--- src/rtl/arith_pkg.sv ---
// Shared arithmetic constants and a reference subtraction model for the
// combinational/arithmetic leaf library.
package arith_pkg;

   localparam int DEFAULT_WIDTH = 1;
   localparam int MAX_WIDTH     = 64;

   // Returns {bout, d} in the low width+1 bits.
   // The caller must zero-extend a/b beyond width.
   function automatic logic [MAX_WIDTH:0] sub_ref(
      input logic [MAX_WIDTH-1:0] a,
      input logic [MAX_WIDTH-1:0] b,
      input logic                 bin,
      input int                   width
   );
      logic [MAX_WIDTH:0] diff;
      logic [MAX_WIDTH:0] mask;
      diff = {1'b0, a} - {1'b0, b} - {{MAX_WIDTH{1'b0}}, bin};
      mask = ({{MAX_WIDTH{1'b0}}, 1'b1} << (width + 1)) - 1'b1;
      return diff & mask;
   endfunction

endpackage

--- src/rtl/full_subtractor_if.sv ---
// Operand/result bundle for full_subtractor.
// The master presents operands, and the slave (the subtractor) returns the difference.
interface full_subtractor_if
   import arith_pkg::*;
#(
   parameter int WIDTH = DEFAULT_WIDTH
);
   logic             in_valid;
   logic [WIDTH-1:0] a;
   logic [WIDTH-1:0] b;
   logic             Bin;
   logic [WIDTH-1:0] D;
   logic             Bout;
   logic             out_valid;

   modport master (
      output in_valid, a, b, Bin,
      input  D, Bout, out_valid
   );

   modport slave (
      input  in_valid, a, b, Bin,
      output D, Bout, out_valid
   );
endinterface

--- src/rtl/full_subtractor_bit.sv ---
// One-bit full subtractor cell. Borrow-in comes from the next lower bit,
// and borrow-out goes to the next higher bit.
module full_subtractor_bit (
   input  logic a,
   input  logic b,
   input  logic bin,
   output logic d,
   output logic bout
);
   assign d    = a ^ b ^ bin;
   assign bout = (~a & b) | (~(a ^ b) & bin);
endmodule

--- src/rtl/full_subtractor.sv ---
// Width-parameterised ripple-borrow subtractor D = a - b - Bin.
// An optional output register stage carries valid alongside the result.
module full_subtractor
   import arith_pkg::*;
#(
   parameter int WIDTH   = DEFAULT_WIDTH,
   parameter bit REG_OUT = 1'b1
) (
   input  logic              clk,
   input  logic              rst,
   full_subtractor_if.slave  bus
);

   logic [WIDTH:0]   borrow;
   logic [WIDTH-1:0] diff;

   assign borrow[0] = bus.Bin;

   generate
      for (genvar gi = 0; gi < WIDTH; gi++) begin : g_cell
         full_subtractor_bit u_bit (
            .a    (bus.a[gi]),
            .b    (bus.b[gi]),
            .bin  (borrow[gi]),
            .d    (diff[gi]),
            .bout (borrow[gi+1])
         );
      end

      if (REG_OUT) begin : g_reg
         logic [WIDTH-1:0] d_reg;
         logic             bout_reg;
         logic             valid_reg;

         // Capture every cycle. Valid only qualifies the result for consumers.
         always_ff @(posedge clk) begin
            if (rst) begin
               d_reg     <= '0;
               bout_reg  <= 1'b0;
               valid_reg <= 1'b0;
            end else begin
               d_reg     <= diff;
               bout_reg  <= borrow[WIDTH];
               valid_reg <= bus.in_valid;
            end
         end

         assign bus.D         = d_reg;
         assign bus.Bout      = bout_reg;
         assign bus.out_valid = valid_reg;
      end else begin : g_comb
         // The combinational variant is unclocked, so clk and rst are intentionally unused.
         logic unused_clk_rst;
         assign unused_clk_rst = clk ^ rst;

         assign bus.D         = diff;
         assign bus.Bout      = borrow[WIDTH];
         assign bus.out_valid = bus.in_valid;
      end
   endgenerate

endmodule

--- src/flat_wrapper.sv ---
// flat-port wrapper written by rule: the top's interface ports become plain ports
module full_subtractor_flat import arith_pkg::*;
#(
   parameter int WIDTH   = DEFAULT_WIDTH,
   parameter bit REG_OUT = 1'b1
)
  (clk, rst, bus_in_valid, bus_a, bus_b, bus_Bin, bus_D, bus_Bout, bus_out_valid);
  full_subtractor_if #(.WIDTH(WIDTH)) bus_i ();
  input  logic clk;
  input  logic rst;
  input wire logic [$bits(bus_i.in_valid)-1:0] bus_in_valid;
  input wire logic [$bits(bus_i.a)-1:0] bus_a;
  input wire logic [$bits(bus_i.b)-1:0] bus_b;
  input wire logic [$bits(bus_i.Bin)-1:0] bus_Bin;
  output wire logic [$bits(bus_i.D)-1:0] bus_D;
  output wire logic [$bits(bus_i.Bout)-1:0] bus_Bout;
  output wire logic [$bits(bus_i.out_valid)-1:0] bus_out_valid;
  assign bus_i.in_valid = bus_in_valid;
  assign bus_i.a = bus_a;
  assign bus_i.b = bus_b;
  assign bus_i.Bin = bus_Bin;
  assign bus_D = bus_i.D;
  assign bus_Bout = bus_i.Bout;
  assign bus_out_valid = bus_i.out_valid;
  full_subtractor #(.WIDTH(WIDTH), .REG_OUT(REG_OUT)) u_core (.clk(clk), .rst(rst), .bus(bus_i));
endmodule
--- config.mk ---
export PLATFORM = sky130hd
export DESIGN_NAME = full_subtractor_flat
export DESIGN_NICKNAME = d
export VERILOG_FILES = /design/src/rtl/arith_pkg.sv /design/src/rtl/full_subtractor_if.sv /design/src/rtl/full_subtractor_bit.sv /design/src/rtl/full_subtractor.sv /design/src/flat_wrapper.sv
export SDC_FILE = /design/constraint.sdc
export NUM_CORES = 1
export LEC_CHECK = 0
export CORE_AREA = 4 4 41 43
export CTS_BUF_LIST = sky130_fd_sc_hd__clkbuf_4 sky130_fd_sc_hd__clkbuf_8
export CTS_CLUSTER_DIAMETER = 40
export CTS_CLUSTER_SIZE = 25
export DETAILED_ROUTE_END_ITERATION = 16
export DIE_AREA = 0 0 45 47
export GPL_ROUTABILITY_DRIVEN = 0
export PLACE_DENSITY_LB_ADDON = 0.1
export SYNTH_ARGS = -nofsm -noshare
export SYNTH_HDL_FRONTEND = slang
export SYNTH_SLANG_ARGS = --single-unit
export TNS_END_PERCENT = 20
--- constraint.sdc ---
create_clock -name clk -period 2.1 [get_ports clk]
set_input_delay 0.315 -clock clk [delete_from_list [all_inputs] [get_ports clk]]
set_output_delay 0.315 -clock clk [all_outputs]
set_load 0.01 [all_outputs]
==> metrics.md <==
| Metric | Value |
|---|---|
| Hold Path Class | `in2reg` |
| Int Pwr | `164 uW` |
| Nets | `29` |
| Antenna violations before repair | `0` |
| CP top delay family | `buffers and inverters` |
| Switching part of the total | `slightly below 20%` |
| Worst Hold Launch | `bus_in_valid` |
| Via/cell ratio | `roughly 3` |
| Vias | `between 100 and 150` |
| Crit Path Class | `reg2out` |
| Area delta synth->final | `124%` |
| Adder-Cell Fraction of Synth Area | `between 10% and 20%` |
| Finish-stage setup viols | `0` |
| Post-DRT Antenna Nets | `0` |
| Cell count after synthesis | `9` |
| Clock tree buffer depth | `2` |
| Status | `complete, no violations` |
| Combinational share of power | `a little over an eighth` |
| Max-slew violations | `0` |
| Share of the synthesized area in the top cell type | `a little under 60%` |
| Count of final hold-check violations | `0` |
| CP Depth | `1` |
| Hold Path Stages | `2` |
| P per Cell Area | `around 900 nW/um^2` |
| Clock power frac | `between 50% and 60%` |
| Clock sinks | `3` |
| N_diodes | `0` |
| Vias in the first global route | `roughly 130` |
| Sum Neg Setup Slack | `0 ns` |
| P_sw | `between 30 and 40 uW` |
| Die Ht | `roughly 47 um` |
| CTS tree | `built` |
| Commonest non-fill, non-tap cell in the layout | `clkdlybuf4s50_1` |
| DP Worst Slack | `roughly 0.55 ns` |
| Critical Path Source | `u_core.bus.Bout` |
| IO buf count | `8` |
| RSZ-0062 raised after global routing | `no` |
| Post-CTS Setup Repair Bufs | `0` |
| Reg power frac | `slightly above 30%` |
| Overflow after GRT | `0` |
| Mux cell area share after synthesis | `0%` |
| CP max stage delay | `about 0.52 ns` |
| Synth area leader | `dfxtp_1` |
| Synth top area cells | `dfxtp_1 (58%), fa_1 (19%), nor2b_1 (12%)` |
| Slew HR | `about nine tenths` |
| Tmin final | `between 1 and 1.5 ns` |
| Buf/Inv on CP | `1` |
| Worst-margin pin slew | `around 0.12 ns` |
| I/O Pins | `9` |
| Crit. End Element | `output pin` |
| Worst setup margin | `between 0.7 and 0.8 ns` |
| Ys Warns | `0` |
| Fin crit share | `between 60% and 70%` |
| Cell row count | `13` |
| Die area | `2120 um^2` |
| Synth Cell Area | `~100 um^2` |
| Initial drt markers | `0` |
| Critical-path cell list | `clkdlybuf4s50_1` |
| Worst vdd ir | `between 150 and 200 uV` |
| Starting Density | `under 10%` |
| Startpoint types | `register` |
| Sequential fraction of the synthesis area | `57.8%` |
| Max cap viols | `0` |
| First-pass GRT wire length | `between 400 and 500 um` |
| Number of remaining DRC errors | `0` |
| Power Total | `204 uW` |
| Compound-cell area share of the yosys netlist | `0%` |
| Lkg Pwr | `about 0.1 nW` |
| Finished layout cell area | `233 um^2` |
| H-tree depth | `1` |
| CTS resizes | `0` |
| Worst-path fanout max | `1` |
| Post-Route WL | `between 200 and 300 um` |
| Hold-fix buffers, CTS | `0` |
| Syn_area_per_cell | `~12 um^2` |
| Req. time, crit path | `approximately 1.8 ns` |
| Post-synthesis simple-gate area fraction | `~16%` |
| Layout cells sized above 1 | `about a fifth` |
| Placed cell area | `just over 200 um^2` |
| Post-layout util | `between 15 and 20%` |
| Seq cells post-synth | `3` |
| Post-Synth XOR/XNOR Area | `0%` |
| Yosys cell types | `5` |
| Routed WL per cell | `7.36 um` |
| Area of the core | `roughly 1300 um^2` |
| CTS Buf Count | `3` |
| Root buffer cell | `clkbuf_4` |
| 1st-pass router iterations | `1` |
| Max Fclk | `~730 MHz` |
| Commonest cells after routing, fill and taps aside | `clkdlybuf4s50_1 (8), clkbuf_4 (4), dfxtp_1 (3)` |
| Die Wd | `~45 um` |
| Crit-path slowest cell | `clkdlybuf4s50_1` |
| Largest family of logic cells by synthesized area | `adder cells` |
| GRT Resource Usage Total | `~3.7%` |
| Worst-path clk slew | `roughly 0.040 ns` |
| Syn nets | `16` |
| Pin count of the biggest net entering global routing | `4` |
| CP arrival | `1.06 ns` |
-- cell usage after synthesis (all sizes together) --
cell type,instances
inv,2
dfxtp,3
nor2,1
fa,1
nor2b,2
-- per-layer routing --
metal	vias to the layer above	GRT usage, %	wire, um
met1	44	2.49	94
met5	-	0	0
met4	0	12.3	28
li1	48	-	-
met2	11	4.24	103
met3	3	0	38
-- worst paths after layout --
| check | end |
|---|---|
| max | bus_Bout |
| min | u_core.bus.out_valid |
-- state kept, by name (all words and copies together) (netlist names) --
signal                count
u_core.bus.Bout           1
u_core.bus.D              1
u_core.bus.out_valid      1
-- cell type report --
cell class	instances	area, um^2
Clock buffer	4	30.0
Inverter	2	7.51
Multi-Input combinational cell	4	36.3
Tap cell	15	18.8
Fill cell	158	1070
Timing Repair Buffer	8	80.1
Sequential cell	3	60.1
-- power by group through the flow --
stage	sequential [mW]	clock, mW	combinational (mW)
finish	0.0628	0.115	0.0267
global route	0.0630	0.124	0.0296
CTS	0.0629	0.121	0.0275
floorplan	0.0659	0	0.00525
global placement	0.0634	0	0.0270
detailed placement	0.0638	0	0.0275
-- cells by family (layout without fill, tap and decap cells) --
group	Yosys count	after routing
flops	3	3
buf+inv	2	14
simple gates	3	3
fa+ha+maj	1	1
-- through the flow --
step           cells  hold slack [ns]
5_1_grt           36            0.644
3_5_place_dp      32            0.885
2_1_floorplan      9            0.387
6_report          36            0.639
4_1_cts           36            0.632
3_3_place_gp      32            0.892
(Power assumes the default switching activity.)
